`config.mk`:
```
export PLATFORM = sky130hd
export DESIGN_NAME = sa_layer_sched
export DESIGN_NICKNAME = d
export VERILOG_FILES = /design/src/rtl/sa_sched_pkg.sv /design/src/rtl/sa_watchdog.sv /design/src/rtl/sa_layer_sched.sv
export SDC_FILE = /design/constraint.sdc
export NUM_CORES = 1
export LEC_CHECK = 0
export BUFFER_PORTS_ARGS = -buffer_cell sky130_fd_sc_hd__buf_2
export CAP_MARGIN = 10
export CORE_ASPECT_RATIO = 0.8
export CORE_MARGIN = 2
export CORE_UTILIZATION = 51
export CTS_CLUSTER_SIZE = 20
export DETAILED_ROUTE_END_ITERATION = 7
export PLACE_DENSITY = 0.81
export RECOVER_POWER = 100
export SYNTH_ARGS = -nofsm -noshare
export SYNTH_HDL_FRONTEND = slang
export SYNTH_SLANG_ARGS = --single-unit
```
`constraint.sdc`:
```
create_clock -name clk -period 2.4 [get_ports clk]
set_clock_uncertainty 0.05 [all_clocks]
set_input_delay 0 -clock clk [delete_from_list [all_inputs] [get_ports clk]]
set_output_delay 0 -clock clk [all_outputs]
set_load 0.05 [all_outputs]
```
`src/rtl/sa_sched_pkg.sv`:
```
// Shared types and helpers for the network layer scheduler.
package sa_sched_pkg;

    // Width of the layer index handed to the SA controller.
    localparam int SA_NTH_W   = 2;
    // Widest tile counter the helper below accepts.
    localparam int MAX_TILE_W = 16;

    typedef enum logic [2:0] {
        ST_IDLE  = 3'd0,
        ST_WLOAD = 3'd1,
        ST_RUN   = 3'd2,
        ST_FLUSH = 3'd3,
        ST_DONE  = 3'd4
    } sched_state_e;

    // True when another tile of the current layer remains after 'tile'.
    function automatic logic more_tiles(input logic [MAX_TILE_W-1:0] tile,
                                        input logic [MAX_TILE_W-1:0] count);
        return ({1'b0, tile} + 17'd1) < {1'b0, count};
    endfunction

endpackage

```
`src/rtl/sa_watchdog.sv`:
```
// Run-time watchdog: cleared outside RUN, counts while enabled, flags the
// last permitted cycle so the scheduler can abandon a hung SA run.
module sa_watchdog #(
    parameter int TIMEOUT = 1024
) (
    input  logic clk,
    input  logic rst,
    input  logic clr_i,
    input  logic en_i,
    output logic expire_o
);
    localparam int CNT_W = $clog2(TIMEOUT + 1);

    logic [CNT_W-1:0] cnt_q;
    logic [CNT_W-1:0] cnt_d;

    // Next count: clear has precedence over counting.
    always_comb begin
        cnt_d = cnt_q;
        if (clr_i) begin
            cnt_d = '0;
        end else if (en_i) begin
            cnt_d = cnt_q + CNT_W'(1);
        end
    end

    // Counter register.
    always_ff @(posedge clk or posedge rst) begin
        if (rst) begin
            cnt_q <= '0;
        end else begin
            cnt_q <= cnt_d;
        end
    end

    assign expire_o = en_i && (cnt_q == CNT_W'(TIMEOUT - 1));

endmodule

```
`src/rtl/sa_layer_sched.sv`:
```
// Network-level scheduler: walks the conv layers, prefetches weights and
// starts the SA per tile, flushes outputs per layer, pulses done per network.
// valid/ready style: wgt_req_o and flush_req_o are levels held until their
// ack/done input is sampled high in the owning state; sa_start_o and done_o
// are single-cycle pulses with no back-pressure.
module sa_layer_sched
    import sa_sched_pkg::*;
#(
    parameter int NUM_LAYERS = 2,
    parameter int TILE_W     = 4,
    parameter int TIMEOUT    = 1024
) (
    input  logic                         clk,
    input  logic                         rst,
    input  logic                         start_i,
    input  logic                         abort_i,
    input  logic [NUM_LAYERS*TILE_W-1:0] cfg_tiles_i,
    output logic                         wgt_req_o,
    input  logic                         wgt_ack_i,
    output logic                         sa_start_o,
    output logic [SA_NTH_W-1:0]          sa_nth_conv_o,
    input  logic                         sa_done_i,
    output logic [TILE_W-1:0]            tile_idx_o,
    output logic                         flush_req_o,
    input  logic                         flush_done_i,
    output logic                         busy_o,
    output logic                         done_o,
    output logic                         err_o
);
    localparam int LAYER_W = (NUM_LAYERS > 1) ? $clog2(NUM_LAYERS) : 1;
    localparam int CFG_W   = NUM_LAYERS * TILE_W;

    sched_state_e        state_q, state_d;
    logic [LAYER_W-1:0]  layer_q, layer_d;
    logic [TILE_W-1:0]   tile_q, tile_d;
    logic [CFG_W-1:0]    cfg_q, cfg_d;
    logic                err_q, err_d;
    logic                wgt_req_q, wgt_req_d;
    logic                sa_start_q, sa_start_d;
    logic                flush_req_q, flush_req_d;
    logic                busy_q, busy_d;
    logic                done_q, done_d;

    logic                first_found, next_found;
    logic [LAYER_W-1:0]  first_idx, next_idx;
    logic [TILE_W-1:0]   cur_tiles;
    logic                wdog_expire;

    sa_watchdog #(.TIMEOUT(TIMEOUT)) u_wdog (
        .clk      (clk),
        .rst      (rst),
        .clr_i    (state_q != ST_RUN),
        .en_i     (state_q == ST_RUN),
        .expire_o (wdog_expire)
    );

    // Layer search (lowest non-zero layer wins) and current-layer tile count.
    always_comb begin
        first_found = 1'b0;
        first_idx   = '0;
        next_found  = 1'b0;
        next_idx    = '0;
        cur_tiles   = '0;
        for (int k = NUM_LAYERS - 1; k >= 0; k--) begin
            if (cfg_tiles_i[k*TILE_W +: TILE_W] != '0) begin
                first_found = 1'b1;
                first_idx   = LAYER_W'(k);
            end
            if ((k > int'(layer_q)) && (cfg_q[k*TILE_W +: TILE_W] != '0)) begin
                next_found = 1'b1;
                next_idx   = LAYER_W'(k);
            end
            if (LAYER_W'(k) == layer_q) begin
                cur_tiles = cfg_q[k*TILE_W +: TILE_W];
            end
        end
    end

    // Next state, counters and registered-output values.
    always_comb begin
        state_d = state_q;
        layer_d = layer_q;
        tile_d  = tile_q;
        cfg_d   = cfg_q;
        err_d   = err_q;
        if (abort_i) begin
            state_d = ST_IDLE;
            layer_d = '0;
            tile_d  = '0;
        end else begin
            unique case (state_q)
                ST_IDLE: begin
                    if (start_i) begin
                        cfg_d  = cfg_tiles_i;
                        err_d  = 1'b0;
                        tile_d = '0;
                        if (first_found) begin
                            state_d = ST_WLOAD;
                            layer_d = first_idx;
                        end else begin
                            state_d = ST_DONE;
                            layer_d = '0;
                        end
                    end
                end
                ST_WLOAD: begin
                    if (wgt_ack_i) begin
                        state_d = ST_RUN;
                    end
                end
                ST_RUN: begin
                    if (sa_done_i) begin
                        if (more_tiles(MAX_TILE_W'(tile_q), MAX_TILE_W'(cur_tiles))) begin
                            state_d = ST_WLOAD;
                            tile_d  = tile_q + TILE_W'(1);
                        end else begin
                            state_d = ST_FLUSH;
                        end
                    end else if (wdog_expire) begin
                        state_d = ST_IDLE;
                        err_d   = 1'b1;
                        layer_d = '0;
                        tile_d  = '0;
                    end
                end
                ST_FLUSH: begin
                    if (flush_done_i) begin
                        if (next_found) begin
                            state_d = ST_WLOAD;
                            layer_d = next_idx;
                            tile_d  = '0;
                        end else begin
                            state_d = ST_DONE;
                        end
                    end
                end
                ST_DONE: begin
                    state_d = ST_IDLE;
                    layer_d = '0;
                    tile_d  = '0;
                end
                default: begin
                    state_d = ST_IDLE;
                    layer_d = '0;
                    tile_d  = '0;
                end
            endcase
        end

        wgt_req_d   = (state_d == ST_WLOAD);
        sa_start_d  = (state_q == ST_WLOAD) && (state_d == ST_RUN);
        flush_req_d = (state_d == ST_FLUSH);
        busy_d      = (state_d != ST_IDLE);
        done_d      = (state_d == ST_DONE);
    end

    // State, counters, latched config and registered outputs.
    always_ff @(posedge clk or posedge rst) begin
        if (rst) begin
            state_q     <= ST_IDLE;
            layer_q     <= '0;
            tile_q      <= '0;
            cfg_q       <= '0;
            err_q       <= 1'b0;
            wgt_req_q   <= 1'b0;
            sa_start_q  <= 1'b0;
            flush_req_q <= 1'b0;
            busy_q      <= 1'b0;
            done_q      <= 1'b0;
        end else begin
            state_q     <= state_d;
            layer_q     <= layer_d;
            tile_q      <= tile_d;
            cfg_q       <= cfg_d;
            err_q       <= err_d;
            wgt_req_q   <= wgt_req_d;
            sa_start_q  <= sa_start_d;
            flush_req_q <= flush_req_d;
            busy_q      <= busy_d;
            done_q      <= done_d;
        end
    end

    assign wgt_req_o     = wgt_req_q;
    assign sa_start_o    = sa_start_q;
    assign sa_nth_conv_o = SA_NTH_W'(layer_q);
    assign tile_idx_o    = tile_q;
    assign flush_req_o   = flush_req_q;
    assign busy_o        = busy_q;
    assign done_o        = done_q;
    assign err_o         = err_q;

endmodule

```
==> flow_summary.toml <==
[run_status]
status = "complete, no violations"

[setup_path]
r2r-end = "tile_idx_o[2]"
r2r_cells = 8
cp-end-kind = "register"
crit_path_max_fanout = 6
cp.required_ps = 2550
arrival_ps = 2430
reg2reg_slack_ps = 130
reg2reg_from = "tile_idx_o[0]"
critPathKind = "reg2reg"
worstSetupStartpointType = "register"

[logic_synthesis]
syn_avg_cell_area_um2 = 10.7
synthMuxAreaShare_pct = 7.58
synth_compound_area_share_pct = 10.4
synth_cell_types = 49
ys_seq_area_share_pct = 44.7
synth_xor_area_share_pct = 4.74
synth_simple_gate_area_share_pct = 24.4
postSynthCellCount = 173
synth_ff_type = "dfrtp_1"
ys_ff_latch = 33
synthArstFlopShare_pct = 100
yosys_warnings = 0
syn_nets = 193
syn_area_um2 = 1850
synth-edff-count = 0
synth_top_family_by_area = "simple AND/OR/NAND/NOR gates"
synth-adder-area-share_pct = 3.39

[place]
gp_congestion = 0.889
placed_cells = 234
hpwl_um = 2620
io_buffers = 25

[grt]
grt_pass1_vias = 1374
track_usage_pct = 19.5
overflow = 0
grt_pass1_wl_um = 6140
grt_max_degree = 22
antenna_found_initial = 0

[hold_path]
worstHoldStart = "abort_i"
whs_path_depth = 2
holdPathEnd = "layer_q"
hp-class = "in2reg"

[die]
rows = 19
num_io_pins = 27
die_w_um = 71.3
core_area_um2 = 3450
design.die.area_um2 = 4120
start_util_pct = 53.6
fp.dieH_um = 57.8

[drt]
drt_first_pass_iters = 4
totalWireLength_um = 3560
num_vias = 1387
routed_via_density = 5.48
drc_errors = 0
drt_iter0_drc = 56
drt-wirelength-per-cell_um = 14.1
ant_nets = 0

[power_and_ir_drop]
p_leak_nw = 0.949
p_int_w = 0.000911
power_frac_clock_pct = 30.4
swShare_pct = 28.7
finalPower_w = 0.00128
power_density_nw_per_um2 = 586
seq_power_share_pct = 50.1
power_frac_comb_pct = 19.5
p_switching_w = 0.000366
ir_drop_mv = 0.355

[clock_tree]
clock_latency_ps = 280
clk_pin_slew_ps = 60
cts_buffer_depth = 2
cts_htree_levels = 2
numCtsBuffers = 5
cts_sinks = 33
cts_tree = "done"
root_buffer = "clkbuf_8"

[layout]
final_nets = 230
final_common_cell = "dfrtp_1"
layout_common_cells = "dfrtp_1, nor2_1, buf_2"
syn_to_final_growth_pct = 17.9
drive_gt1_share_pct = 27.5
diodes = 0
final_cells = 253

[timing]
maxClockFrequency_ghz = 0.440
finalCriticalPeriod_ps = 2270
tns_ps = 0
setup_viol = 0
slew_viol_final = 0
worst_pin_slew_ps = 814
period_share_pct = 94.8
final_hold_viol_count = 0
relSlewSlack_pct = 45.7

[run]
cap_violations = 0
-- power by group through the flow --
stage | clock (W) | combinational (W) | sequential [W]
floorplan | 0 | 0.000169 | 0.000653
global route | 0.000424 | 0.000275 | 0.000646
detailed placement | 0 | 0.000234 | 0.000649
global placement | 0 | 0.000230 | 0.000646
finish | 0.000388 | 0.000249 | 0.000640
CTS | 0.000399 | 0.000247 | 0.000638
-- layer usage --
layer	track usage (%)	share of wire, %
met5	0	0
met4	7.28	1.0
met3	5.39	4.5
met2	29.1	45
met1	27.2	49
-- cell families after synthesis --
group	count (synthesis)
other cells	1
mux	13
flops	33
simple gates	70
xor+xnor	10
fa+ha+maj	5
compound gates	27
buf+inv	14
-- how the worst max path moves through the flow --
stage | from | endpoint | slack, ps | cells after the start
after floorplan | tile_idx_o[0] | tile_idx_o[2] | 20 | 8
after global placement | tile_idx_o[0] | tile_idx_o[1] | 130 | 7
after detailed placement | tile_idx_o[0] | tile_idx_o[2] | 90 | 8
after CTS | tile_idx_o[0] | tile_idx_o[2] | 70 | 8
after global routing | layer_q | tile_idx_o[2] | -6 | 7
final | tile_idx_o[0] | tile_idx_o[2] | 130 | 8
-- sequential cells by signal (all words and copies together), names as in the netlist --
register	cells
busy_o	1
cfg_q	8
done_o	1
err_o	1
flush_req_o	1
layer_q	1
sa_start_o	1
state_q	3
tile_idx_o	4
u_wdog.cnt_q	11
wgt_req_o	1
-- cells in the mapped netlist, types with 2 or more instances --
cell type  count  area (um2)
xnor2_1        5        43.8
and3_1         6        37.5
buf_6          3        33.8
xor2_1         5        43.8
nor4_1         3        18.8
inv_1          6        22.5
mux2_2         8        90.1
o311ai_0       2        17.5
nor2b_1        2        12.5
or3b_2         2        17.5
nor2_1        19        71.3
ha_1           5        62.6
a21oi_1        5        25.0
nand3_1        8        40.0
buf_4          2        15.0
nand2_1        7        26.3
a31oi_1        3        18.8
nor3_1         3        15.0
and2_2         2        15.0
clkbuf_1       2        7.51
o22ai_1        2        12.5
nand2b_1       4        25.0
o21ai_0        6        30.0
dfrtp_1       33         826
mux2i_1        5        50.1
nor4_4         2        42.5
-- timing repair --
action	CTS	global route
hold buffers	10	0
setup endpoints to repair	0	4
gates resized for setup	0	3
buffers inserted	0	1
hold endpoints to repair	29	0
-- cell type report --
cell class,count,area [um2]
clock inverter,2,10.0
tap,42,52.6
fill,293,1270
multi-input combinational,126,957
inverter,6,22.5
clock buffer,6,72.6
sequential,33,830
timing repair buffer,38,235
-- worst max-delay path, stage by stage (launching register included) --
cell     delay [ps]
dfrtp_2         440
ha_2            220
xor2_1          150
ha_1            330
a21o_1          230
a21oi_4         170
a31oi_1         100
or3b_1          370
a21oi_1         140
-- stage by stage --
stage	utilization [%]	setup slack, ps	hold slack (ps)	area, um2
after floorplan	-	16.7	78.8	1860
after global placement	57.7	126	135	1990
after detailed placement	57.7	93.0	131	1990
after CTS	63.0	68.0	31.0	2170
after global routing	63.2	-6.32	57.7	2180
final	63.2	126	33.6	2180
Power figures use the tool's default switching activity.
